File: src/rtl/flappy_game_pkg.sv
// Shared types and defaults for the flappy game sequencer.
package flappy_game_pkg;

    typedef enum logic [1:0] {
        ST_IDLE  = 2'd0,
        ST_PLAY  = 2'd1,
        ST_PAUSE = 2'd2,
        ST_OVER  = 2'd3
    } state_t;

    localparam int unsigned DEFAULT_SCORE_W = 16;

endpackage

File: src/rtl/game_sequencer_if.sv
// Control/status bundle between input decode, the game sequencer and the
// motion/score/overlay logic. master drives the requests, slave is the sequencer.
interface game_sequencer_if #(
    parameter int unsigned SCORE_W = flappy_game_pkg::DEFAULT_SCORE_W
);
    import flappy_game_pkg::*;

    logic               flap_req;
    logic               pause_req;
    logic               help_req;
    logic               collision;
    logic               score_inc;
    state_t             state;
    logic               game_tick;
    logic               flap_pulse;
    logic               world_rst;
    logic               show_help;
    logic               show_pause;
    logic               show_over;
    logic [SCORE_W-1:0] score;
    logic [SCORE_W-1:0] best_score;

    modport master (
        output flap_req, pause_req, help_req, collision, score_inc,
        input  state, game_tick, flap_pulse, world_rst,
               show_help, show_pause, show_over, score, best_score
    );

    modport slave (
        input  flap_req, pause_req, help_req, collision, score_inc,
        output state, game_tick, flap_pulse, world_rst,
               show_help, show_pause, show_over, score, best_score
    );

endinterface

File: src/rtl/game_sequencer_tick_prescaler.sv
// Free-running divider: raw_tick is high for one cycle every TICK_DIV cycles.
module tick_prescaler #(
    parameter int unsigned TICK_DIV = 500000
) (
    input  logic system_clk,
    input  logic reset,
    output logic raw_tick
);
    localparam int unsigned CNT_W = (TICK_DIV > 2) ? $clog2(TICK_DIV) : 1;

    logic [CNT_W-1:0] cnt;

    assign raw_tick = (cnt == CNT_W'(TICK_DIV - 1));

    // Count 0..TICK_DIV-1 and wrap, independent of game state.
    always_ff @(posedge system_clk) begin
        if (reset) begin
            cnt <= '0;
        end else if (raw_tick) begin
            cnt <= '0;
        end else begin
            cnt <= cnt + CNT_W'(1);
        end
    end

endmodule

File: src/rtl/game_sequencer.sv
// Game-state controller: IDLE -> PLAY <-> PAUSE, PLAY -> OVER -> IDLE.
// Produces gated game tick, restart pulse, overlay selects and score.
// Optional feature macro: BEST_SCORE_EN (tracks best score across games).
module game_sequencer
    import flappy_game_pkg::*;
#(
    parameter int unsigned TICK_DIV      = 500000,
    parameter int unsigned HOLDOFF_TICKS = 50,
    parameter int unsigned SCORE_W       = DEFAULT_SCORE_W
) (
    input  logic               system_clk,
    input  logic               reset,
    game_sequencer_if.slave    bus
);
    localparam int unsigned HOLD_W = $clog2(HOLDOFF_TICKS + 1);
    localparam logic [HOLD_W-1:0] HOLD_MAX = HOLD_W'(HOLDOFF_TICKS);

    state_t             cur_state;
    logic               raw_tick;
    logic               flap_q;
    logic               flap_edge;
    logic [HOLD_W-1:0]  holdoff;
    logic [SCORE_W-1:0] score;
    logic [SCORE_W-1:0] score_plus;
    logic [SCORE_W-1:0] score_next;
    logic               game_tick;
    logic               flap_pulse;
    logic               world_rst;
    logic               show_help;
    logic               show_pause;
    logic               show_over;

    tick_prescaler #(
        .TICK_DIV (TICK_DIV)
    ) u_prescaler (
        .system_clk (system_clk),
        .reset      (reset),
        .raw_tick   (raw_tick)
    );

    assign flap_edge  = bus.flap_req & ~flap_q;
    assign score_plus = (score == '1) ? score : score + SCORE_W'(1);
    assign score_next = bus.score_inc ? score_plus : score;

    // Sequencer FSM with holdoff, score and all registered control outputs.
    always_ff @(posedge system_clk) begin
        if (reset) begin
            cur_state  <= ST_IDLE;
            flap_q     <= 1'b0;
            holdoff    <= '0;
            score      <= '0;
            game_tick  <= 1'b0;
            flap_pulse <= 1'b0;
            world_rst  <= 1'b0;
            show_help  <= 1'b0;
            show_pause <= 1'b0;
            show_over  <= 1'b0;
        end else begin
            flap_q     <= bus.flap_req;
            game_tick  <= raw_tick && (cur_state == ST_PLAY);
            flap_pulse <= 1'b0;
            world_rst  <= 1'b0;
            case (cur_state)
                ST_IDLE: begin
                    show_help <= bus.help_req;
                    if (flap_edge && !bus.help_req) begin
                        cur_state <= ST_PLAY;
                        world_rst <= 1'b1;
                        score     <= '0;
                        show_help <= 1'b0;
                    end
                end
                ST_PLAY: begin
                    // Scoring is independent of the transition priority below.
                    score <= score_next;
                    if (bus.collision) begin
                        cur_state <= ST_OVER;
                        holdoff   <= '0;
                        show_over <= 1'b1;
                    end else if (bus.pause_req) begin
                        cur_state  <= ST_PAUSE;
                        show_pause <= 1'b1;
                    end else if (flap_edge) begin
                        flap_pulse <= 1'b1;
                    end
                end
                ST_PAUSE: begin
                    if (!bus.pause_req) begin
                        cur_state  <= ST_PLAY;
                        show_pause <= 1'b0;
                    end
                end
                ST_OVER: begin
                    if (raw_tick && (holdoff != HOLD_MAX)) begin
                        holdoff <= holdoff + HOLD_W'(1);
                    end
                    // Edges before the holdoff expires are simply dropped.
                    if (flap_edge && (holdoff == HOLD_MAX)) begin
                        cur_state <= ST_IDLE;
                        world_rst <= 1'b1;
                        score     <= '0;
                        show_over <= 1'b0;
                        show_help <= bus.help_req;
                    end
                end
                default: cur_state <= ST_IDLE;
            endcase
        end
    end

`ifdef BEST_SCORE_EN
    logic [SCORE_W-1:0] best_score;

    // Capture the final score of each game if it beats the stored best.
    always_ff @(posedge system_clk) begin
        if (reset) begin
            best_score <= '0;
        end else if ((cur_state == ST_PLAY) && bus.collision && (score_next > best_score)) begin
            best_score <= score_next;
        end
    end

    assign bus.best_score = best_score;
`else
    assign bus.best_score = '0;
`endif

    assign bus.state      = cur_state;
    assign bus.game_tick  = game_tick;
    assign bus.flap_pulse = flap_pulse;
    assign bus.world_rst  = world_rst;
    assign bus.show_help  = show_help;
    assign bus.show_pause = show_pause;
    assign bus.show_over  = show_over;
    assign bus.score      = score;

endmodule

File: src/flat_wrapper.sv
// flat-port wrapper written by rule: the top's interface ports become plain ports
module game_sequencer_flat import flappy_game_pkg::*;
#(
    parameter int unsigned TICK_DIV      = 500000,
    parameter int unsigned HOLDOFF_TICKS = 50,
    parameter int unsigned SCORE_W       = DEFAULT_SCORE_W
)
  (system_clk, reset, bus_flap_req, bus_pause_req, bus_help_req, bus_collision, bus_score_inc, bus_state, bus_game_tick, bus_flap_pulse, bus_world_rst, bus_show_help, bus_show_pause, bus_show_over, bus_score, bus_best_score);
  game_sequencer_if #(.SCORE_W(SCORE_W)) bus_i ();
  input  logic system_clk;
  input  logic reset;
  input wire logic [$bits(bus_i.flap_req)-1:0] bus_flap_req;
  input wire logic [$bits(bus_i.pause_req)-1:0] bus_pause_req;
  input wire logic [$bits(bus_i.help_req)-1:0] bus_help_req;
  input wire logic [$bits(bus_i.collision)-1:0] bus_collision;
  input wire logic [$bits(bus_i.score_inc)-1:0] bus_score_inc;
  output wire logic [$bits(bus_i.state)-1:0] bus_state;
  output wire logic [$bits(bus_i.game_tick)-1:0] bus_game_tick;
  output wire logic [$bits(bus_i.flap_pulse)-1:0] bus_flap_pulse;
  output wire logic [$bits(bus_i.world_rst)-1:0] bus_world_rst;
  output wire logic [$bits(bus_i.show_help)-1:0] bus_show_help;
  output wire logic [$bits(bus_i.show_pause)-1:0] bus_show_pause;
  output wire logic [$bits(bus_i.show_over)-1:0] bus_show_over;
  output wire logic [$bits(bus_i.score)-1:0] bus_score;
  output wire logic [$bits(bus_i.best_score)-1:0] bus_best_score;
  assign bus_i.flap_req = bus_flap_req;
  assign bus_i.pause_req = bus_pause_req;
  assign bus_i.help_req = bus_help_req;
  assign bus_i.collision = bus_collision;
  assign bus_i.score_inc = bus_score_inc;
  assign bus_state = bus_i.state;
  assign bus_game_tick = bus_i.game_tick;
  assign bus_flap_pulse = bus_i.flap_pulse;
  assign bus_world_rst = bus_i.world_rst;
  assign bus_show_help = bus_i.show_help;
  assign bus_show_pause = bus_i.show_pause;
  assign bus_show_over = bus_i.show_over;
  assign bus_score = bus_i.score;
  assign bus_best_score = bus_i.best_score;
  game_sequencer #(.TICK_DIV(TICK_DIV), .HOLDOFF_TICKS(HOLDOFF_TICKS), .SCORE_W(SCORE_W)) u_core (.system_clk(system_clk), .reset(reset), .bus(bus_i));
endmodule
File: config.mk
export PLATFORM = sky130hd
export DESIGN_NAME = game_sequencer_flat
export DESIGN_NICKNAME = d
export VERILOG_FILES = /design/src/rtl/flappy_game_pkg.sv /design/src/rtl/game_sequencer_if.sv /design/src/rtl/game_sequencer_tick_prescaler.sv /design/src/rtl/game_sequencer.sv /design/src/flat_wrapper.sv
export SDC_FILE = /design/constraint.sdc
export NUM_CORES = 1
export LEC_CHECK = 0
export BUFFER_PORTS_ARGS = -buffer_cell sky130_fd_sc_hd__buf_2
export CORE_MARGIN = 3
export CORE_UTILIZATION = 56
export DETAILED_ROUTE_END_ITERATION = 10
export GPL_TIMING_DRIVEN = 0
export PLACE_DENSITY = 0.79
export SYNTH_ARGS = -nofsm -noshare
export SYNTH_HDL_FRONTEND = slang
export SYNTH_SLANG_ARGS = --single-unit
File: constraint.sdc
create_clock -name system_clk -period 2.59 [get_ports system_clk]
set_input_delay 0.518 -clock system_clk [delete_from_list [all_inputs] [get_ports system_clk]]
set_output_delay 0.518 -clock system_clk [all_outputs]
set_load 0.1 [all_outputs]
==> flow_summary.html <==
<table>
<tr><th>Metric</th><th>Value</th></tr>
<tr><th colspan="2">Status</th></tr>
<tr><td>Run status</td><td>finished, final reports clean</td></tr>
<tr><th colspan="2">Floorplanning</th></tr>
<tr><td>Floorplan die width</td><td>76.6 um</td></tr>
<tr><td>Placeable core region</td><td>4790 um2</td></tr>
<tr><td>Initial core utilization</td><td>58.4%</td></tr>
<tr><td>DIE HEIGHT</td><td>76.6 um</td></tr>
<tr><td>Placement row count</td><td>25</td></tr>
<tr><td>Number of top-level pins</td><td>47</td></tr>
<tr><td>DIE AREA</td><td>5870 um2</td></tr>
<tr><th colspan="2">Clock network</th></tr>
<tr><td>Number of buffers inserted during clock tree synthesis</td><td>5</td></tr>
<tr><td>Root buf cell</td><td>clkbuf_8</td></tr>
<tr><td>Maximum buffer depth of the clock tree</td><td>2</td></tr>
<tr><td>CTS tree</td><td>done</td></tr>
<tr><td>Htree depth</td><td>2</td></tr>
<tr><td>Quantity of hold-fixing buffers added after cts</td><td>0</td></tr>
<tr><td>Clock latency on the worst-skew pair</td><td>0.30 ns</td></tr>
<tr><td>Clock Pin Slew Worst Setup and Hold Paths</td><td>0.09 ns</td></tr>
<tr><td>Number of clock sinks seen by CTS</td><td>50</td></tr>
<tr><td>Resized Gates After CTS</td><td>0</td></tr>
<tr><td>Total setup buffers inserted after CTS</td><td>0</td></tr>
<tr><th colspan="2">Cells and area</th></tr>
<tr><td>Area growth syn-to-layout</td><td>13.6%</td></tr>
<tr><td>Fraction of final layout cells with drive strength greater than 1</td><td>17.4%</td></tr>
<tr><td>Post-layout nets</td><td>406</td></tr>
<tr><td>Number of filler instances in the final layout</td><td>422</td></tr>
<tr><td>Cell area after layout</td><td>3170 um2</td></tr>
<tr><td>Finished Core Util</td><td>66.3%</td></tr>
<tr><td>Number of diodes added for antenna fixing</td><td>0</td></tr>
<tr><th colspan="2">Detailed routing</th></tr>
<tr><td>First-pass iteration count of the detailed router</td><td>4</td></tr>
<tr><td>Detail-routed via count per cell</td><td>5.65</td></tr>
<tr><td>Drt total wl</td><td>6430 um</td></tr>
<tr><td>Violation count after the first detailed-routing iteration</td><td>190</td></tr>
<tr><td>Antenna viol nets, final</td><td>0</td></tr>
<tr><td>Total via count in the routed design</td><td>2586</td></tr>
<tr><td>Routed length per placed instance</td><td>14.0 um</td></tr>
<tr><td>Drt drc</td><td>0</td></tr>
<tr><th colspan="2">Global route</th></tr>
<tr><td>First-pass GRT wire length</td><td>11000 um</td></tr>
<tr><td>Total grt overflow</td><td>0</td></tr>
<tr><td>Via count of the first global-routing pass</td><td>2391</td></tr>
<tr><td>Pin count of the biggest net entering global routing</td><td>16</td></tr>
<tr><td>Initial antenna violation count</td><td>0</td></tr>
<tr><td>Aggregate global-route resource usage</td><td>22.4%</td></tr>
<tr><th colspan="2">Yosys</th></tr>
<tr><td>Number of warnings reported in the yosys synthesis log</td><td>0</td></tr>
<tr><td>Portion of the post-synthesis area used by sequential elements</td><td>35.8%</td></tr>
<tr><td>Average size of a mapped cell</td><td>8.27 um2</td></tr>
<tr><td>Cell count after synthesis</td><td>338</td></tr>
<tr><td>Fraction of synthesis flops using an asynchronous set or reset pin</td><td>0%</td></tr>
<tr><td>Number of enable flip-flop cells after synthesis</td><td>0</td></tr>
<tr><td>Top FF cell, synth</td><td>dfxtp_1</td></tr>
<tr><td>Synth Register Bits</td><td>50</td></tr>
<tr><td>Unique cell type count in the Yosys netlist</td><td>58</td></tr>
<tr><td>Synthesized cell area</td><td>2790 um2</td></tr>
<tr><th colspan="2">Critical path</th></tr>
<tr><td>Destination of the critical timing path</td><td>u_core.bus.score[2]$_SDFFE_PP0P_</td></tr>
<tr><td>Largest driver fanout on the critical path</td><td>8</td></tr>
<tr><td>Worst r2r dst</td><td>u_core.bus.score[2]$_SDFFE_PP0P_</td></tr>
<tr><td>Length in cells of the worst reg-to-reg path</td><td>7</td></tr>
<tr><td>Critical path launch point</td><td>u_core.bus.state[1]$_SDFFE_PP0P_</td></tr>
<tr><td>Reg-to-reg slack, setup</td><td>0.24 ns</td></tr>
<tr><td>Worst Path Class, Setup</td><td>reg -&gt; reg</td></tr>
<tr><td>CP Launch Type</td><td>flip-flop</td></tr>
<tr><td>Worst EP required</td><td>2.79 ns</td></tr>
<tr><td>Source of the worst register-to-register timing path</td><td>u_core.bus.state[1]$_SDFFE_PP0P_</td></tr>
<tr><td>Worst endpoint data arrival time</td><td>2.55 ns</td></tr>
<tr><td>CP Capture Type</td><td>flip-flop</td></tr>
<tr><th colspan="2">Power and ir drop</th></tr>
<tr><td>VDD IR max</td><td>0.773 mV</td></tr>
<tr><td>Power per standard cell area</td><td>697 nW/um2</td></tr>
<tr><td>Leakage</td><td>0.00123 uW</td></tr>
<tr><td>Sum of internal, switching and leakage power</td><td>2210 uW</td></tr>
<tr><th colspan="2">STA</th></tr>
<tr><td>Final count of pins violating max slew</td><td>0</td></tr>
<tr><td>Worst Tran Pin Value</td><td>0.774 ns</td></tr>
<tr><td>Final setup viols</td><td>0</td></tr>
<tr><td>Number of failing hold endpoints at the final stage</td><td>0</td></tr>
<tr><td>Worst setup skew after layout</td><td>0.00423 ns</td></tr>
<tr><td>Shortest clock period the worst path allows after layout</td><td>2.35 ns</td></tr>
<tr><td>Peak Freq</td><td>0.426 GHz</td></tr>
<tr><td>RSZ-0062 raised after global routing</td><td>no</td></tr>
<tr><td>Setup TNS</td><td>0 ns</td></tr>
<tr><td>Share of the clock period used by the worst path</td><td>90.6%</td></tr>
<tr><td>Worst-case headroom to the max-slew limit</td><td>47.8%</td></tr>
<tr><th colspan="2">Min path</th></tr>
<tr><td>Worst hold path type</td><td>in -&gt; reg</td></tr>
<tr><th colspan="2">Placement</th></tr>
<tr><td>Sum of net half-perimeters after detailed placement</td><td>4720 um</td></tr>
<tr><td>Post-place instance area</td><td>3090 um2</td></tr>
<tr><td>Buffers on Ports</td><td>30</td></tr>
<tr><td>Routability cong.</td><td>0.938</td></tr>
<tr><th colspan="2">Run</th></tr>
<tr><td>Total of max-cap violations</td><td>0</td></tr>
</table>
==> sequential cells by signal, indices dropped and copies added (netlist names) <==
name	flops
u_core.flap_q	1
u_core.bus.world_rst	1
u_core.bus.score	16
u_core.bus.show_over	1
u_core.holdoff	6
u_core.bus.show_pause	1
u_core.bus.flap_pulse	1
u_core.u_prescaler.cnt	19
u_core.bus.game_tick	1
u_core.bus.state	2
u_core.bus.show_help	1
==> critical path, stage by stage, from the launching register on <==
cell and delay, ns:
dfxtp_1 0.38, inv_1 0.10, ha_1 0.14, clkbuf_1 0.31, inv_1 0.12, o41ai_2 0.77
nor2_1 0.16, o311ai_0 0.28
==> routing by layer <==
layer	GRT usage, %	up-vias	routed length [um]
met3	6.74	8	425
met1	28.8	1198	2830
met2	35.9	79	3090
met5	0	-	0
met4	7.61	0	84
li1	-	1301	-
==> cell usage after synthesis (4+ instances only) <==
library cell / number / area share (%)
o31ai_1: 4 / 1.1
nor4_1: 6 / 1.3
inv_1: 11 / 1.5
and3_1: 6 / 1.3
ha_1: 9 / 4.0
xnor2_1: 5 / 1.6
and2_1: 8 / 1.8
and4_1: 4 / 1.3
nand2_1: 33 / 4.4
mux2i_1: 5 / 1.8
o21ai_0: 8 / 1.4
nor3_1: 9 / 1.6
a21oi_1: 13 / 2.3
nor2_1: 33 / 4.4
buf_4: 16 / 4.3
nand3_1: 19 / 3.4
clkbuf_1: 10 / 1.3
nand4_1: 13 / 2.9
dfxtp_1: 50 / 36
nor2b_1: 4 / 0.90
o211ai_1: 4 / 1.1
a31oi_1: 5 / 1.1
o311ai_0: 4 / 1.3
xor2_1: 12 / 3.8
==> placed cells by master (no fill, tap or decap), drive strengths merged, types with 12 or more instances in the layout <==
master  instances
a21oi          14
buf            49
clkbuf         16
conb           16
dfxtp          50
nand2          34
nand3          19
nand4          13
nor2           33
xor2           12
==> power breakdown <==
part	leakage, uW	total [uW]	internal (uW)	switching [uW]
clock network	0.0000452	447	191	256
logic	0.000783	929	224	705
registers	0.000406	835	803	32.5
total	0.00123	2210	1220	993
==> how the worst min path moves through the flow <==
stage,startpoint,to,slack (ns),cells after the start
after detailed placement,u_core.bus.show_help$_SDFFE_PP0P_,u_core.bus.show_help$_SDFFE_PP0P_,0.45,2
final,bus_pause_req,u_core.bus.flap_pulse$_SDFF_PP0_,0.44,2
after floorplan,u_core.u_prescaler.cnt[0]$_SDFF_PP0_,u_core.u_prescaler.cnt[0]$_SDFF_PP0_,0.43,1
after CTS,bus_pause_req,u_core.bus.flap_pulse$_SDFF_PP0_,0.43,2
after global routing,bus_pause_req,u_core.bus.flap_pulse$_SDFF_PP0_,0.44,2
after global placement,u_core.bus.show_help$_SDFFE_PP0P_,u_core.bus.show_help$_SDFFE_PP0P_,0.44,2
==> kinds of logic (layout without fill, tap and decap cells) <==
family | count (synthesis) | count (layout) | synth area share [%]
buffers and inverters | 40 | 78 | 7.84
AOI/OAI and AO/OA | 59 | 59 | 15.2
and+or+nand+nor | 155 | 155 | 29.0
DFF | 50 | 50 | 35.8
other | 1 | 16 | 0.134
adders and majority gates | 9 | 9 | 4.03
muxes | 7 | 7 | 2.60
xor gates and xnor gates | 17 | 17 | 5.33
==> cell type report <==
cell class | instances | area, um2 | share of cell area, %
Clock buffer | 6 | 72.6 | 2.29
Sequential cell | 50 | 1000 | 31.7
Buffer | 29 | 178 | 5.60
Tap cell | 67 | 83.8 | 2.64
Timing Repair Buffer | 30 | 150 | 4.73
Inverter | 11 | 41.3 | 1.30
Clock inverter | 2 | 13.8 | 0.434
Multi-Input combinational cell | 263 | 1630 | 51.4
==> through the flow <==
stage	std cells	setup WS, ns	hold WS, ns
2_1_floorplan	353	0.0155	0.430
3_5_place_dp	450	0.0688	0.446
6_report	458	0.245	0.435
3_3_place_gp	450	0.0849	0.444
4_1_cts	458	0.276	0.430
5_1_grt	458	0.0576	0.443
Note: power is estimated with default switching activity, not from simulation.
